**src/rtl/serial_mag_comp.sv**
```systemverilog
// Bit-serial magnitude comparator: walks both operands MSB first through
// the K/L cascade, one bit per clock, with a start/done handshake.
module serial_mag_comp #(
    parameter int WIDTH      = 8,
    parameter bit EARLY_EXIT = 1'b0
) (
    input  logic             clk,
    input  logic             reset,
    input  logic             start,
    input  logic [WIDTH-1:0] X,
    input  logic [WIDTH-1:0] Y,
    input  logic             signed_mode,
    output logic             busy,
    output logic             done,
    output logic             k,
    output logic             l
);

    localparam int CW = (WIDTH > 1) ? $clog2(WIDTH) : 1;

    typedef enum logic [1:0] {
        IDLE,
        RUN,
        DONE
    } state_t;

    state_t           state;
    logic [WIDTH-1:0] x_sr;
    logic [WIDTH-1:0] y_sr;
    logic [CW-1:0]    cnt;
    logic             kacc;
    logic             lacc;
    logic             smode;

    logic a;
    logic b;
    logic swap;
    logic k_nxt;
    logic l_nxt;
    logic last;
    logic finish;

    // Sign bit of a two's-complement word carries inverted weight.
    always_comb begin
        a      = x_sr[WIDTH-1];
        b      = y_sr[WIDTH-1];
        swap   = smode && (cnt == '0);
        k_nxt  = kacc;
        l_nxt  = lacc;
        if (!(kacc || lacc)) begin
            k_nxt = swap ? (~a & b) : (a & ~b);
            l_nxt = swap ? (a & ~b) : (~a & b);
        end
        last   = (cnt == CW'(WIDTH - 1));
        finish = last || (EARLY_EXIT && (k_nxt || l_nxt));
    end

    always_ff @(posedge clk) begin
        if (reset) begin
            state <= IDLE;
            busy  <= 1'b0;
            done  <= 1'b0;
            k     <= 1'b0;
            l     <= 1'b0;
            x_sr  <= '0;
            y_sr  <= '0;
            cnt   <= '0;
            kacc  <= 1'b0;
            lacc  <= 1'b0;
            smode <= 1'b0;
        end else begin
            unique case (state)
                IDLE, DONE: begin
                    done <= 1'b0;
                    if (start) begin
                        x_sr  <= X;
                        y_sr  <= Y;
                        smode <= signed_mode;
                        kacc  <= 1'b0;
                        lacc  <= 1'b0;
                        cnt   <= '0;
                        busy  <= 1'b1;
                        state <= RUN;
                    end else begin
                        busy  <= 1'b0;
                        state <= IDLE;
                    end
                end
                RUN: begin
                    x_sr <= {x_sr[WIDTH-2:0], 1'b0};
                    y_sr <= {y_sr[WIDTH-2:0], 1'b0};
                    cnt  <= cnt + 1'b1;
                    kacc <= k_nxt;
                    lacc <= l_nxt;
                    if (finish) begin
                        busy  <= 1'b0;
                        done  <= 1'b1;
                        k     <= k_nxt;
                        l     <= l_nxt;
                        state <= DONE;
                    end
                end
                default: begin
                    busy  <= 1'b0;
                    done  <= 1'b0;
                    state <= IDLE;
                end
            endcase
        end
    end

endmodule

```
**config.mk**
```make
export PLATFORM = sky130hd
export DESIGN_NAME = serial_mag_comp
export DESIGN_NICKNAME = d
export VERILOG_FILES = /design/src/rtl/serial_mag_comp.sv
export SDC_FILE = /design/constraint.sdc
export NUM_CORES = 1
export LEC_CHECK = 0
export CAP_MARGIN = 20
export CORE_MARGIN = 2
export CORE_UTILIZATION = 45
export CTS_CLUSTER_DIAMETER = 80
export CTS_CLUSTER_SIZE = 40
export DETAILED_ROUTE_END_ITERATION = 12
export PLACE_DENSITY = 0.74
export SKIP_CTS_REPAIR_TIMING = 1
export SYNTH_ARGS = -nofsm -noshare
export SYNTH_HDL_FRONTEND = slang
export SYNTH_SLANG_ARGS = --single-unit
```
**constraint.sdc**
```tcl
create_clock -name clk -period 1.15 [get_ports clk]
set_input_delay 0.2875 -clock clk [delete_from_list [all_inputs] [get_ports clk]]
set_output_delay 0.2875 -clock clk [all_outputs]
set_load 0.1 [all_outputs]
```
## Word level (Yosys, flattened, before mapping)

Cells that the tools add are included.

- Mux-type cells: 19
- Eq/ne operators: 5
- $add $sub $neg: 1
- Reductions and logical operators: 10
- Bitwise operators: 5

Operators by type and width:

| cell | number |
|---|---|
| $pmux W8 S2 | 2 |
| $mux W8 | 2 |
| $mux W1 | 8 |
| $pmux W1 S2 | 3 |
| $pmux W3 S2 | 1 |
| $reduce_and A2 Y1 | 3 |
| $ne A2 B2 Y1 const B | 2 |
| $pmux W2 S2 | 1 |
| $reduce_or A2 Y1 | 2 |
| $add A3 B1 Y3 const B | 1 |
| $eq A3 B3 Y1 const B | 1 |
| $logic_not A3 Y1 | 1 |
| $mux W3 | 1 |
| $not A1 Y1 | 3 |
| $and A1 B1 Y1 | 2 |
| $eq A2 B1 Y1 const B | 1 |
| $eq A2 B2 Y1 const B | 1 |
| $logic_not A2 Y1 | 1 |
| $mux W2 | 1 |
| $reduce_bool A2 Y1 | 1 |
| $logic_and A1 B1 Y1 | 1 |
| $logic_or A1 B1 Y1 | 1 |

- Logic and storage cells: 51
- Bits in registers: 28
- Output and inout port bits: 4

## Longest topological paths before layout

Gate-level depths: netlist of run 1.

- Depth in word-level cells: 5
- Depth in mapped cells: 5
- Gate-level depth less buffers: 5

## Least setup slack after synthesis of run 1

No wires, ideal clock.

- Path kind: reg-to-reg
- Start point: register, netlist name k
- End point: register k
- Required time: 1070 ps
- Clock period less this slack: 1316 ps
- Setup time: 80 ps
- Slack: -166 ps
- Cell stages (with the launch flop): 3
- Arrival time: 1236 ps
- Path through: dfxtp_1 > a21oi_1 > a211oi_2

RTL lines:

| what | line | source |
|---|---|---|
| end signal: assignment | 98 | `k <= k_nxt;` |
| end: declaration | 15 | `output logic k,` |

## Final worst setup path of run 1

- Start point: register cnt[0]
- End point: register l

- Word-level cells in the longest chain between the ends: 4

RTL lines:

| what | line | source |
|---|---|---|
| start: declaration | 30 | `logic [CW-1:0] cnt;` |
| start signal: assignment | 92 | `cnt <= cnt + 1'b1;` |
| $logic_not A3 Y1 | 47 | `swap = smode && (cnt == '0);` |
| $logic_and A1 B1 Y1 | 47 |  |
| $mux W1 | 52 | `l_nxt = swap ? (a & ~b) : (~a & b);` |
| $mux W1 | 50 | `if (!(kacc \|\| lacc)) begin` |
| end signal: assignment | 99 | `l <= l_nxt;` |
| end: declaration | 16 | `output logic l` |

Several ways; a longest one is shown, not always the timed one.
A chain may end at the register's enable or synchronous reset.

==> flow_metrics.py, run 1 <==
metrics = {
    "run_status": {
        "status": "finished with violations",
        "violations": "setup timing",
    },
    "route": {
        "vias_per_cell": 5.67,
        "firstDrtPassIters": 4,
        "via_count": 1089,
        "first_iter_violations": 37,
        "wl_um": 2700,
        "drc_errors": 0,
        "wl_per_cell_um": 14.0,
        "drtAntennaViolNets": 0,
    },
    "timing": {
        "finClkSkew_ps": 2.13,
        "rsz0062_at_grt": "yes",
        "period_share_pct": 109,
        "final-hold-violation-count": 0,
        "finalSetupViolations": 8,
        "clock.fmax_mhz": 801,
        "worst_slack_ps": -98.3,
        "tightest_slew_ps": 247,
        "fin_tns_setup_ps": -464,
        "maxSlewHeadroom_pct": 83.5,
        "period_needed_ps": 1250,
        "maxSlewViolCount": 0,
    },
    "logic_synthesis": {
        "synth_edf_count": 0,
        "synth_top_cell_area_share_pct": 47.5,
        "synth_cell_types": 24,
        "synth_fp_nets": 157,
        "synth_area_mm2": 0.00118,
        "yosys.cell_count.top_type": "dfxtp_1",
        "synth.area.top_cells": "dfxtp_1, nor3_1, o22ai_1",
        "yosys.area.top_type": "dfxtp_1",
        "syn-instance-count": 134,
        "yosys-top-cells-count": "dfxtp_1, nor3_1, o22ai_1, a21oi_1, nand2_1",
        "ys_seq_area_share_pct": 47.5,
        "avgSynthCellArea_um2": 8.81,
        "synthArstFlopShare_pct": 0,
        "yosys_warnings": 0,
        "ys.flop_type": "dfxtp_1",
        "ys_ff_latch": 28,
    },
    "worst_setup_path": {
        "crit_path_top_delay_cell": "dfxtp_2",
        "crit_path_end": "l",
        "critical_path_depth": 5,
        "cp-start-kind": "register",
        "end_kind": "register",
        "startpoint": "cnt[0]",
        "arrival_ps": 1510,
        "path_cells": "inv_2, ha_4, and3b_2, mux2i_2, a211oi_2",
        "r2r_start": "cnt[0]",
        "cpLargestDelayFamily": "flip-flops",
        "r2r-end": "l",
        "required_ps": 1410,
        "criticalPathCategory": "register to register",
        "reg2regPathDepth": 5,
        "cp_max_fo": 3,
        "rrSetupSlack_ps": -100,
        "slowest_delay_ps": 380,
        "worst-path-buf-inv": 1,
    },
    "placement": {
        "dpl.hpwl_um": 1870,
        "place_congestion": 0.780,
        "dp.cells": 187,
        "placedInstanceArea_mm2": 0.00154,
        "port_buffers": 23,
    },
    "cells_and_area": {
        "nNetsFinal": 186,
        "final_cells": 192,
        "stdcell_area_mm2": 0.00169,
        "areaGrowthSynthToFinish_pct": 43.6,
        "antenna_cells": 0,
        "drive_above_1_share_pct": 27.8,
        "nFillCells": 207,
    },
    "floorplanning": {
        "num_io_pins": 24,
        "die_w_um": 55.2,
        "core.rowCount": 18,
        "die_h_um": 55.2,
        "design.core.area_mm2": 0.00248,
        "start_util_pct": 47.6,
        "die-area_mm2": 0.00305,
    },
    "pwr": {
        "ir_worst_vdd_mv": 1.22,
        "p_leak_nw": 0.631,
        "p_per_area_mw_per_mm2": 1290,
    },
    "min_path": {
        "hold_depth": 4,
        "hold_class": "input port to register",
    },
    "grt": {
        "grt_pass1_vias": 979,
        "gr-usage-all-layers_pct": 18.6,
        "grt_max_degree": 22,
        "met1_usage_pct": 23.9,
        "gr-total-overflow": 0,
        "antenna_found_initial": 0,
        "grt_pass1_wl_um": 4570,
        "grt_most_used_layer": "met2",
        "use_met2_pct": 30.3,
        "met3_usage_pct": 5.62,
    },
    "clock_tree": {
        "clockBufferDepth": 2,
        "numCtsBuffers": 3,
        "cts_tree": "built",
        "ctsRootBufferMaster": "clkbuf_4",
        "clock_latency_ps": 340,
        "cts-htree-levels": 1,
        "clk_pin_slew_ps": 150,
        "clock-sinks": 28,
    },
    "run": {
        "maxCapViolations": 0,
    },
}
-- cell families after synthesis --
| kind of cell | synth area share (%) |
|---|---|
| adder cells (fa/ha/maj) | 3.18 |
| AO/OA/AOI/OAI | 15.7 |
| flip-flops | 47.5 |
| multiplexers | 1.70 |
| buffers and inverters | 5.83 |
| AND/OR/NAND/NOR | 26.1 |
-- sequential cells by signal, summed over array words and instances (netlist names), 2 cells and up --
signal  cells
cnt         3
y_sr        8
state       2
x_sr        8
-- per-layer routing --
layer | wire length [um] | vias up | part of all wire, %
met3 | 110 | 2 | 4.1
met2 | 1360 | 31 | 50
li1 | - | 541 | -
met1 | 1200 | 515 | 44
met4 | 27 | 0 | 1.0
met5 | 0 | - | 0
-- layout by cell type, fill, tap and decap left out, types with 3 or more instances in the layout --
cell / n
a21oi_1: 9
buf_12: 6
buf_4: 8
clkbuf_4: 3
clkdlybuf4s50_1: 18
dfxtp_1: 20
dfxtp_2: 7
nand2_1: 9
nand3_1: 5
nor2_1: 7
nor3_1: 22
nor3_2: 4
nor3b_1: 4
o22ai_1: 13
-- report_power, final --
group	leakage (nW)	switching (mW)	total (mW)	internal, mW
Clock	0.0279	0.306	0.659	0.353
Combinational	0.369	0.202	0.434	0.232
Sequential	0.234	0.0525	1.09	1.04
-- stage by stage --
step / utilization (%) / hold slack (ps) / worst slack [ps] / power (mW)
2_1_floorplan: - / 423 / -1.14 / 1.34
3_3_place_gp: 62.2 / 444 / -336 / 1.49
3_5_place_dp: 62.2 / 451 / -374 / 1.50
4_1_cts: 64.3 / 470 / -159 / 2.15
5_1_grt: 68.4 / 381 / -146 / 2.30
6_report: 68.4 / 353 / -98.3 / 2.19
-- layout make-up --
class                           count  area [um^2]  area share [%]
Multi-Input combinational cell     93          624            36.9
Sequential cell                    28          573            33.8
Timing Repair Buffer               35          399            23.6
Tap cell                           30         37.5            2.22
Clock inverter                      1         30.0            1.77
Clock buffer                        3         22.5            1.33
Inverter                            2         7.51           0.443
-- tightest hold or removal path: stages --
cell and delay (ps):
dlymetal6s2s_1 150, nand2b_4 80, nand2_1 60, a311oi_1 90
-- worst min path at each step --
stage | startpoint | endpoint
2_1_floorplan | signed_mode | smode
4_1_cts | smode | smode
3_3_place_gp | smode | smode
3_5_place_dp | smode | smode
5_1_grt | start | y_sr[7]
6_report | start | y_sr[7]
(Power assumes the default switching activity.)
==> run 2: changes to the inputs <==
--- a/config.mk
+++ b/config.mk
@@ -7,12 +7,12 @@
 export LEC_CHECK = 0
 export CAP_MARGIN = 20
 export CORE_MARGIN = 2
-export CORE_UTILIZATION = 45
+export CORE_UTILIZATION = 30
 export CTS_CLUSTER_DIAMETER = 80
 export CTS_CLUSTER_SIZE = 40
 export DETAILED_ROUTE_END_ITERATION = 12
-export PLACE_DENSITY = 0.74
 export SKIP_CTS_REPAIR_TIMING = 1
+export SLEW_MARGIN = 20
 export SYNTH_ARGS = -nofsm -noshare
 export SYNTH_HDL_FRONTEND = slang
 export SYNTH_SLANG_ARGS = --single-unit
==> run 2 against run 1 <==
- the run still ends with setup timing left
- wire length decreased by 0.33%
- first-iteration DRC count decreased by 38%
- via count decreased by 1.5%
- worst hold slack improved by 90 ps
- worst setup slack got worse by 34 ps
- largest power group unchanged
- highest routed layer unchanged
==> flow_metrics.py, run 2 (same netlist as run 1, synthesis figures left out) <==
metrics = {
    "timing": {
        "period_share_pct": 112,
        "final-hold-violation-count": 0,
        "finClkSkew_ps": 3.20,
        "period_needed_ps": 1280,
        "maxSlewHeadroom_pct": 83.4,
        "finalSetupViolations": 4,
        "clock.fmax_mhz": 780,
        "maxSlewViolCount": 0,
        "fin_tns_setup_ps": -474,
        "whs_ps": 443,
        "rsz0062_at_grt": "yes",
        "worst_slack_ps": -133,
        "tightest_slew_ps": 249,
    },
    "cells_and_area": {
        "areaGrowthSynthToFinish_pct": 46.1,
        "drive_above_1_share_pct": 28.7,
        "nNetsFinal": 189,
        "stdcell_area_mm2": 0.00172,
        "antenna_cells": 0,
        "layout_common_cells": "dfxtp_1, nor3_1, clkdlybuf4s50_1",
        "final_common_cell": "dfxtp_1",
        "reg.largest.list": "x_sr: 8 flops, y_sr: 8 flops, cnt: 3 flops",
    },
    "placement": {
        "placedInstanceArea_mm2": 0.00157,
        "dpl.hpwl_um": 1920,
        "port_buffers": 23,
        "place_congestion": 0.735,
    },
    "pwr": {
        "cell_internal_pwr_mw": 1.52,
        "ir_worst_vdd_mv": 0.398,
        "combPwrFrac_pct": 22.0,
        "p_leak_nw": 0.642,
        "swShare_pct": 25.9,
        "p_sw_mw": 0.529,
        "finalPower_mw": 2.05,
        "p_clk_share_pct": 24.6,
        "seqPwrFrac_pct": 53.4,
        "p_per_area_mw_per_mm2": 1190,
    },
    "route": {
        "firstDrtPassIters": 4,
        "drtAntennaViolNets": 0,
        "drc_errors": 0,
        "wl_met1_um": 1260,
        "wl_met2_um": 1310,
        "first_iter_violations": 23,
        "wl_per_cell_um": 12.7,
        "via_count": 1073,
        "top_layer": "met4",
        "wl_um": 2690,
        "met3_length_um": 92,
        "vias_per_cell": 5.06,
    },
    "floorplanning": {
        "core.rowCount": 22,
        "num_io_pins": 24,
        "die-area_mm2": 0.00445,
        "die_w_um": 66.7,
        "die_h_um": 66.7,
        "design.core.area_mm2": 0.00372,
        "start_util_pct": 31.8,
    },
    "clock_tree": {
        "clock-sinks": 28,
        "clock_latency_ps": 260,
        "clk_pin_slew_ps": 90,
        "ctsRootBufferMaster": "clkbuf_8",
        "numCtsBuffers": 3,
        "cts-htree-levels": 1,
        "clockBufferDepth": 2,
        "cts_tree": "built",
    },
    "worst_setup_path": {
        "criticalPathCategory": "register to register",
        "path_cells": "inv_2, ha_2, and3b_2, mux2i_2, a211oi_2",
        "crit_path_top_delay_cell": "dfxtp_2",
        "arrival_ps": 1430,
        "end_kind": "register",
        "worst-path-buf-inv": 1,
        "cp_max_fo": 3,
        "required_ps": 1290,
        "cpLargestDelayFamily": "flip-flops",
        "cp-start-kind": "register",
        "slowest_delay_ps": 340,
    },
    "grt": {
        "gr-usage-all-layers_pct": 13.3,
        "grt_pass1_vias": 1047,
        "gr-total-overflow": 0,
        "grt_pass1_wl_um": 4590,
        "antenna_found_initial": 0,
        "grt_max_degree": 22,
    },
    "min_path": {
        "hold_class": "input port to register",
    },
    "run": {
        "maxCapViolations": 0,
    },
    "run_status": {
        "violations": "setup timing",
        "status": "finished with violations",
    },
}
-- run 2: cell types whose count changed in the layout (fill, tap and decap cells not counted), sizes merged --
cell	before	now
buf	16	19
bufinv	1	0
-- run 2: area by class of cell --
cell class,count,area [um^2]
fill,360,1990
multi-input combinational,93,624
sequential,28,572
timing repair buffer,38,419
tap,48,60.1
clock buffer,3,41.3
inverter,2,7.51
-- run 2: per-stage QoR --
stage                     setup WS [ps]  utilization (%)  std cells
after floorplan                   -1.14                -        134
after global placement             -347             42.3        206
after CTS                          -141             43.4        209
after global routing               -226             46.4        212
final                              -133             46.4        212
after detailed placement           -371             42.3        206
-- run 2: final timing paths --
path | slack, ps | start | cells after the start | end
hold reg to reg | 460 | smode | 2 | smode
setup reg to reg | -130 | cnt[0] | 5 | k
setup / recovery | -130 | cnt[0] | 5 | k
hold / removal | 440 | start | 4 | y_sr[7]
-- run 2: routing by layer --
layer,vias to the layer above,global-route usage [%]
met3,2,1.52
met4,0,5.36
met1,504,16.6
met2,25,23.1
li1,542,-
met5,-,0
-- run 2: power groups by stage --
| stage | Clock, mW | Combinational, mW | Sequential (mW) |
|---|---|---|---|
| after floorplan | 0 | 0.228 | 1.11 |
| after CTS | 0.526 | 0.400 | 1.09 |
| after global placement | 0 | 0.391 | 1.11 |
| after detailed placement | 0 | 0.398 | 1.11 |
| after global routing | 0.575 | 0.493 | 1.10 |
| final | 0.503 | 0.451 | 1.09 |
-- run 2: worst min-delay path: stages --
cell            delay, ps
dlymetal6s2s_1        150
nand2b_4               80
nand2_1                70
a311oi_1               90
